<file path="src/rtl/coin_tally_pkg.sv">
// coin_tally_pkg: shared definitions for the coin tally block.
//   - coin values in cents (1/5/10/25) via coin_value()
//   - channel indices (penny..quarter = 0..3)
//   - per-channel debounce FSM state enum
//   - default debounce length (1 ms at 30 MHz)
package coin_tally_pkg;

    localparam int DEBOUNCE_DEFAULT = 30000;
    localparam int NUM_CH           = 4;

    localparam int CH_PENNY   = 0;
    localparam int CH_NICKEL  = 1;
    localparam int CH_DIME    = 2;
    localparam int CH_QUARTER = 3;

    typedef enum logic [1:0] {
        ST_CLEAR,
        ST_ARMING,
        ST_BROKEN,
        ST_RELEASING
    } deb_state_t;

    function automatic logic [5:0] coin_value(input int ch);
        case (ch)
            CH_PENNY:  return 6'd1;
            CH_NICKEL: return 6'd5;
            CH_DIME:   return 6'd10;
            default:   return 6'd25;
        endcase
    endfunction

endpackage

</file>
<file path="src/rtl/coin_debounce.sv">
// coin_debounce: one beam channel -- 2-flop synchronizer, 4-state debounce
// FSM and debounce counter.
//   clock    : system clock
//   reset    : synchronous, active-low
//   beam_raw : asynchronous beam-broken level (1 = broken)
//   accept   : registered one-cycle pulse when a coin is accepted
module coin_debounce
    import coin_tally_pkg::*;
#(
    parameter int DEBOUNCE_CYCLES = DEBOUNCE_DEFAULT
) (
    input  logic clock,
    input  logic reset,
    input  logic beam_raw,
    output logic accept
);

    localparam int            CW   = $clog2(DEBOUNCE_CYCLES) + 1;
    localparam logic [CW-1:0] LAST = CW'(DEBOUNCE_CYCLES - 1);

    logic [1:0]    sync;
    logic          level;
    deb_state_t    state;
    logic [CW-1:0] cnt;

    assign level = sync[1];

    always_ff @(posedge clock) begin
        if (!reset) begin
            sync   <= '0;
            state  <= ST_CLEAR;
            cnt    <= '0;
            accept <= 1'b0;
        end else begin
            sync   <= {sync[0], beam_raw};
            accept <= 1'b0;
            case (state)
                ST_CLEAR: begin
                    if (level) begin
                        state <= ST_ARMING;
                        cnt   <= CW'(1);
                    end
                end
                ST_ARMING: begin
                    if (!level) begin
                        state <= ST_CLEAR;
                        cnt   <= '0;
                    end else if (cnt == LAST) begin
                        state  <= ST_BROKEN;
                        cnt    <= '0;
                        accept <= 1'b1;
                    end else begin
                        cnt <= cnt + CW'(1);
                    end
                end
                ST_BROKEN: begin
                    // Beam stays broken: coin already counted, stay silent.
                    if (!level) begin
                        state <= ST_RELEASING;
                        cnt   <= CW'(1);
                    end
                end
                ST_RELEASING: begin
                    // Bounce on release returns to BROKEN, never re-arms.
                    if (level) begin
                        state <= ST_BROKEN;
                        cnt   <= '0;
                    end else if (cnt == LAST) begin
                        state <= ST_CLEAR;
                        cnt   <= '0;
                    end else begin
                        cnt <= cnt + CW'(1);
                    end
                end
                default: begin
                    state <= ST_CLEAR;
                    cnt   <= '0;
                end
            endcase
        end
    end

endmodule

</file>
<file path="src/rtl/coin_tally.sv">
// coin_tally: four debounced coin beams feeding saturating per-denomination
// counters and a saturating running total in cents.
//   clock          : system clock
//   reset          : synchronous, active-low; overrides clear and accepts
//   beam_raw[3:0]  : async beam levels (penny, nickel, dime, quarter)
//   clear          : one-cycle request to zero counts and total
//   coin_event     : one-cycle pulse when any coin is accepted
//   coin_mask[3:0] : denominations accepted in the coin_event cycle
//   total_cents    : running total (saturating)
//   count_*        : per-denomination accepted counts (saturating)
module coin_tally
    import coin_tally_pkg::*;
#(
    parameter int DEBOUNCE_CYCLES = DEBOUNCE_DEFAULT,
    parameter int CNT_W           = 16
) (
    input  logic             clock,
    input  logic             reset,
    input  logic [3:0]       beam_raw,
    input  logic             clear,
    output logic             coin_event,
    output logic [3:0]       coin_mask,
    output logic [31:0]      total_cents,
    output logic [CNT_W-1:0] count_penny,
    output logic [CNT_W-1:0] count_nickel,
    output logic [CNT_W-1:0] count_dime,
    output logic [CNT_W-1:0] count_quarter
);

    logic [NUM_CH-1:0]             accept;
    logic [NUM_CH-1:0][CNT_W-1:0]  cnt_q;
    logic [NUM_CH-1:0][CNT_W-1:0]  cnt_d;
    logic [31:0]                   total_q;
    logic [31:0]                   total_d;
    logic [5:0]                    add_cents;
    logic [32:0]                   sum;

    for (genvar g = 0; g < NUM_CH; g++) begin : g_ch
        coin_debounce #(
            .DEBOUNCE_CYCLES(DEBOUNCE_CYCLES)
        ) u_deb (
            .clock   (clock),
            .reset   (reset),
            .beam_raw(beam_raw[g]),
            .accept  (accept[g])
        );
    end

    // clear zeroes first, then this cycle's accepts are applied on top.
    always_comb begin
        add_cents = '0;
        for (int i = 0; i < NUM_CH; i++) begin
            if (accept[i]) add_cents = add_cents + coin_value(i);
        end
        sum     = {1'b0, (clear ? 32'd0 : total_q)} + {27'd0, add_cents};
        total_d = sum[32] ? '1 : sum[31:0];
        for (int i = 0; i < NUM_CH; i++) begin
            cnt_d[i] = clear ? '0 : cnt_q[i];
            if (accept[i] && (cnt_d[i] != '1)) cnt_d[i] = cnt_d[i] + CNT_W'(1);
        end
    end

    always_ff @(posedge clock) begin
        if (!reset) begin
            coin_event <= 1'b0;
            coin_mask  <= '0;
            total_q    <= '0;
            cnt_q      <= '0;
        end else begin
            coin_event <= |accept;
            coin_mask  <= accept;
            total_q    <= total_d;
            cnt_q      <= cnt_d;
        end
    end

    assign total_cents   = total_q;
    assign count_penny   = cnt_q[CH_PENNY];
    assign count_nickel  = cnt_q[CH_NICKEL];
    assign count_dime    = cnt_q[CH_DIME];
    assign count_quarter = cnt_q[CH_QUARTER];

endmodule

</file>
<file path="config.mk">
export PLATFORM = sky130hd
export DESIGN_NAME = coin_tally
export DESIGN_NICKNAME = d
export VERILOG_FILES = /design/src/rtl/coin_tally_pkg.sv /design/src/rtl/coin_debounce.sv /design/src/rtl/coin_tally.sv
export SDC_FILE = /design/constraint.sdc
export NUM_CORES = 1
export LEC_CHECK = 0
export BUFFER_PORTS_ARGS = -buffer_cell sky130_fd_sc_hd__buf_2
export CAP_MARGIN = 15
export CELL_PAD_IN_SITES_DETAIL_PLACEMENT = 1
export CELL_PAD_IN_SITES_GLOBAL_PLACEMENT = 1
export CORE_MARGIN = 2
export CORE_UTILIZATION = 40
export DETAILED_ROUTE_END_ITERATION = 8
export GPL_TIMING_DRIVEN = 0
export PLACE_DENSITY = 0.77
export SLEW_MARGIN = 10
export SYNTH_ARGS = -nofsm -noshare
export SYNTH_HDL_FRONTEND = slang
export SYNTH_SLANG_ARGS = --single-unit
</file>
<file path="constraint.sdc">
create_clock -name clock -period 3.15 [get_ports clock]
set_input_delay 0.63 -clock clock [delete_from_list [all_inputs] [get_ports clock]]
set_output_delay 0.63 -clock clock [all_outputs]
set_load 0.02 [all_outputs]
</file>
* Word-level counts from Yosys, hierarchy flattened *
Index checks and enable logic that the tools add are counted.

operators by class
  $add $sub $neg = 12
  equality and inequality tests = 36
  muxes and demuxes = 73
  reduce and logical (&&, ||, !) cells = 21

operators by type and width
  operator               number
  $mux 16                28
  $pmux 16 s4            4
  $add 16x1->16 const B  8
  $eq 16x15->1 const B   4
  $mux 32                2
  $ne 16x16->1 const B   4
  $mux 2                 24
  $mux 6                 6
  $add 32x6->33          1
  $pmux 2 s4             4
  $add 6x6->6            3
  $eq 2x2->1 const B     8
  $reduce_and 4->1       4
  $ne 3x1->1 const B     4
  $ne 3x3->1 const B     4
  $reduce_and 3->1       4
  $eq 2x1->1 const B     4
  $logic_not 2->1        4
  $ne 2x1->1 const B     4
  $ne 2x2->1 const B     4
  $reduce_and 2->1       4
  $mux 1                 5
  $logic_and 1x1->1      4
  $reduce_or 4->1        1

storage, ports and cells
  flip-flop bits (word level) = 185
  input port bits = 7
  output and inout port bits = 101
  word-level logic and storage cells = 165

* Logic depth before layout (Yosys ltp) *
  depth in word-level cells = 9
  depth in mapped cells = 15
  mapped depth without buffers = 14

* Modules after synthesis *
From an unflattened synthesis, not the netlist that was laid out.

unflattened totals
  cell total of the unflattened synthesis = 1153
  area total of the unflattened synthesis = 9810.7 um2

modules (own cells, without submodules)
  module         times used  cells each  area each (um2)  seq. area each (um2)
  coin_tally     1           649         5491.5           2021.9
  coin_debounce  4           126         1079.8           420.4

* Worst setup path before layout *
No wires, ideal clock.

  path kind = reg2reg
  from = reg g_ch[1].u_deb.accept
  to = reg total_q[30] (netlist: total_cents[30])
  library setup time = 0.091 ns
  arrival time = 3.082 ns
  required time = 3.059 ns
  path slack = -0.023 ns
  cell stages (with the launch flop) = 14
  buffers on the path = 0
  clock period less this slack = 3.173 ns
  cells stage by stage = dfxtp_1 > ha_1 > inv_1 > ha_1 > inv_1 > ha_1 > mux2_2 > inv_1 > fa_1 > nor2b_1 > o21bai_1 > a2111oi_0 > a21oi_1 > a311oi_1

on the way
  longest elaborated chain between the ends = 7

ends and longest elaborated chain
  element                 RTL line             source
  start, declared         coin_debounce.sv:15  output logic accept
  start signal, assigned  coin_debounce.sv:33  accept <= 1'b0;
  start signal, assigned  coin_debounce.sv:36  accept <= 1'b0;
  start signal, assigned  coin_debounce.sv:51  accept <= 1'b1;
  $mux 6 *                coin_tally.sv:53     if (accept[i]) add_cents = add_cents + coin_value(i);
  $add 6x6->6             coin_tally.sv:53
  $mux 6 *                coin_tally.sv:53
  $add 6x6->6             coin_tally.sv:53
  $mux 6 *                coin_tally.sv:53
  $add 32x6->33 *         coin_tally.sv:55     sum = {1'b0, (clear ? 32'd0 : total_q)} + {27'd0, add_cents};
  $mux 32 *               coin_tally.sv:56     total_d = sum[32] ? '1 : sum[31:0];
  end signal, assigned    coin_tally.sv:72     total_q <= total_d;
  end, declared           coin_tally.sv:33     logic [31:0] total_q;

Every way passes the cells marked *; elsewhere a longest branch is shown, timed or not.
A chain may end at the register's enable or synchronous reset.

* Final worst setup path *
  from = reg g_ch[0].u_deb.accept
  to = reg total_q[28] (netlist: total_cents[28])

on the way
  longest elaborated chain between the ends = 9

ends and longest elaborated chain
  element                 RTL line
  start, declared         coin_debounce.sv:15
  start signal, assigned  coin_debounce.sv:33
  start signal, assigned  coin_debounce.sv:36
  start signal, assigned  coin_debounce.sv:51
  $mux 1 *                coin_tally.sv:53
  $add 6x6->6             coin_tally.sv:53
  $mux 6 *                coin_tally.sv:53
  $add 6x6->6             coin_tally.sv:53
  $mux 6 *                coin_tally.sv:53
  $add 6x6->6             coin_tally.sv:53
  $mux 6 *                coin_tally.sv:53
  $add 32x6->33 *         coin_tally.sv:55
  $mux 32 *               coin_tally.sv:56

Marked as above.

==> run_results.csv <==
group,metric,value,unit
die,rows,56,
yosys,synthCells,1128,
yosys,synth-edff-count,0,
clock_network,clk_path_buf_depth,2,
sta,fin_worst_skew,12.8,ps
worst_setup_path,cp_max_fo,7,
layout,syn2layout_area_growth,20.5,%
worst_setup_path,rr_startpoint,"g_ch[0].u_deb.accept",
routing,firstDrtPassIters,5,
flow_run,drv_cap,0,
worst_setup_path,timing.rr.end,"total_cents[28]",
yosys,yosys.area.top_type_share,38.7,%
min_path,holdPathEnd,"g_ch[2].u_deb.sync[0]",
clock_network,clk_pin_slew,70,ps
worst_setup_path,worstPathRequired,3500,ps
layout,final_area,0.0115,sq mm
clock_network,cts_buffers,17,
sta,fmax,320,MHz
clock_network,h-tree-depth,4,
routing,drt_iter0_markers,442,
sta,fin_crit_sh,99.3,%
global_routing,grt_pass1_vias,9110,
worst_setup_path,crit_path_end_kind,"flop",
min_path,hold_class,"in2reg",
routing,drtAntennaViolNets,0,
global_routing,antenna_found_initial,0,
routing,drc,0,
yosys,synth.avg_cell_area,8.49,sq um
layout,final_common_cell,"dfxtp_1",
yosys,yosys_warnings,0,
yosys,ys_seq_area_share,38.7,%
sta,tightest_slew,873,ps
worst_setup_path,crit_path_start_kind,"flop",
routing,finalWirelength,30600,microns
global_routing,grt_max_degree,18,
die,die_x,159,microns
power_and_ir_drop,peakVddDrop,300,uV
placed_design,postPlaceCellArea,0.0105,sq mm
global_routing,gr-total-overflow,0,
die,top_level_ports,108,
worst_setup_path,crit_arrival,3480,ps
layout,n_antenna_cell,0,
sta,drv_slew,0,
sta,hold_viol_final,0,
yosys,async_flop_share,0,%
sta,slew_headroom,41.6,%
routing,wl_per_cell,19.0,microns
global_routing,grt.total_usage,24.1,%
clock_network,worstSkewPairLatency,440,ps
global_routing,grt_pass1_wl,47900,microns
min_path,holdPathStages,2,
layout,nets,1302,
yosys,synth_nets,1156,
worst_setup_path,reg2reg_slack,20,ps
layout,layout_common_cells,"182 x dfxtp_1, 112 x buf_2, 109 x nor2_1",
die,start_util,40.8,%
power_and_ir_drop,power_density,413,mW/mm^2
routing,vias_per_cell,5.69,
clock_network,cts.sinks,185,
die,fp.dieArea,0.0252,sq mm
placed_design,routabilityCongestion,0.803,
layout,multi_input_area,0.00577,sq mm
layout,drive_gt1_share,19.4,%
layout,fill_cells,2842,
power_and_ir_drop,power.leakage,4.31,nW
yosys,synth_area_leaders,"dfxtp_1 39%, nand2_1 4.3%, nor2_1 4.3%",
placed_design,hpwl,21100,microns
routing,num_vias,9141,
clock_network,cts_root_buf,"clkbuf_16",
min_path,hp-start,"beam_raw[2]",
run_status,status,"completed",
yosys,ys_seq_elements,185,
yosys,syn_area,0.00957,sq mm
clock_network,tritoncts,"yes",
die,core-area,0.0235,sq mm
worst_setup_path,setup.worst_path.class,"reg2reg",
yosys,ys.flop_type,"dfxtp_1",
power_and_ir_drop,total_power,0.00476,W
yosys,synth_cell_types,85,
layout,seq_area,0.00371,sq mm
die,die_height,159,microns
sta,setup_viol,0,
yosys,synth_largest_area_cell,"dfxtp_1",
sta,final.min_clock_period,3130,ps
placed_design,io_buffers,106,
worst_setup_path,r2r.worst_path.cells,14,
==> where the power goes <==
part | internal (W) | switching, W | leakage, nW
registers | 0.00235 | 0.00000911 | 1.49
logic | 0.0000363 | 0.000126 | 2.52
clock network | 0.00123 | 0.00101 | 0.291
==> registers in the layout, summed over array words and instances (netlist names), 4 cells and up, named ones only <==
| register | count |
|---|---|
| count_dime | 16 |
| g_ch.u_deb.accept | 4 |
| g_ch.u_deb.sync | 8 |
| coin_mask | 4 |
| total_cents | 32 |
| g_ch.u_deb.state | 4 |
| count_quarter | 16 |
| g_ch.u_deb.cnt | 64 |
| count_nickel | 16 |
| count_penny | 16 |
==> synth_stat cells (4+ instances only) <==
cell / number
dfxtp_1: 185
nand2_1: 110
nor2_1: 109
a21oi_1: 58
nand3_1: 55
xnor2_1: 45
o21ai_0: 41
xor2_1: 40
nor2b_1: 35
nand4_1: 34
clkbuf_1: 31
and3_1: 25
inv_1: 25
a31oi_1: 23
nor3_1: 23
and2_1: 21
ha_1: 20
or3_1: 18
o211ai_1: 16
a211oi_1: 14
and4_1: 12
nor4_1: 10
o211a_1: 10
a311oi_1: 8
buf_2: 8
nand4b_1: 8
mux2i_1: 7
nand2b_1: 7
or4_1: 7
a21o_1: 6
o31ai_1: 6
or2_2: 6
o2111ai_1: 5
o21a_1: 5
a31o_2: 4
a41oi_1: 4
and4b_1: 4
buf_1: 4
mux2_2: 4
nand3b_1: 4
nor3b_1: 4
==> worst max-delay path: stages, from the launching register on <==
cell and delay [ps]:
dfxtp_4 370, ha_1 170, inv_2 50, ha_4 250, inv_2 40, ha_2 290, mux2_4 160, inv_1 60
fa_2 430, nor2b_4 180, o21bai_4 140, a211oi_4 320, buf_6 170, nand4_1 130, a221oi_2 270
==> cell type report <==
type / count / share of cell area [%]
Buffer: 47 / 2.13
Clock buffer: 19 / 3.93
Clock inverter: 13 / 1.37
Inverter: 25 / 0.813
Multi-Input combinational cell: 870 / 50.0
Sequential cell: 185 / 32.2
Tap cell: 319 / 3.46
Timing Repair Buffer: 128 / 6.09
==> cell families after synthesis <==
logic type	Yosys count	share of synthesized area, %
xor gates and xnor gates	85	7.78
buffers and inverters	73	3.28
AOI/OAI and AO/OA	232	16.7
and+or+nand+nor	521	29.5
muxes	11	1.20
DFF	185	38.7
adders and majority gates	21	2.82
==> worst max-delay path by stage <==
stage,start,slack [ps],to
3_5_place_dp,clear,-1250,total_cents[30]
2_1_floorplan,g_ch[1].u_deb.accept,20,total_cents[30]
6_report,g_ch[0].u_deb.accept,20,total_cents[28]
3_3_place_gp,clear,-1260,count_nickel[7]
4_1_cts,clear,0.7,total_cents[31]
5_1_grt,g_ch[0].u_deb.accept,-80,total_cents[28]
==> metrics by stage <==
stage | instances | setup slack (ps) | util [%] | setup TNS [ps] | hold WS (ps)
after global routing | 1606 | -75.8 | 49.2 | -704 | 393
final | 1606 | 21.6 | 49.2 | 0 | 398
after global placement | 1553 | -1260 | 44.7 | -76270 | 416
after detailed placement | 1553 | -1250 | 44.7 | -74230 | 421
after floorplan | 1128 | 19.0 | - | 0 | 412
after CTS | 1594 | 0.694 | 48.1 | 0 | 388
==> layer usage <==
metal  track usage [%]  vias to the layer above  routed length (microns)
li1                  -                     4389                        -
met1              29.8                     4514                    13500
met2              41.2                      184                    14700
met3              5.77                       54                     1540
met4              8.02                        0                      843
met5                 0                        -                        0
==> what timing repair did <==
action / 4_1_cts / 5_1_grt
resized for setup: 27 / 41
pin swaps: 7 / 13
endpoints found under the setup margin: 84 / 38
hold buffers: 0 / 0
setup buffers: 10 / 12
No activity file was read; power rests on OpenSTA's default activity.
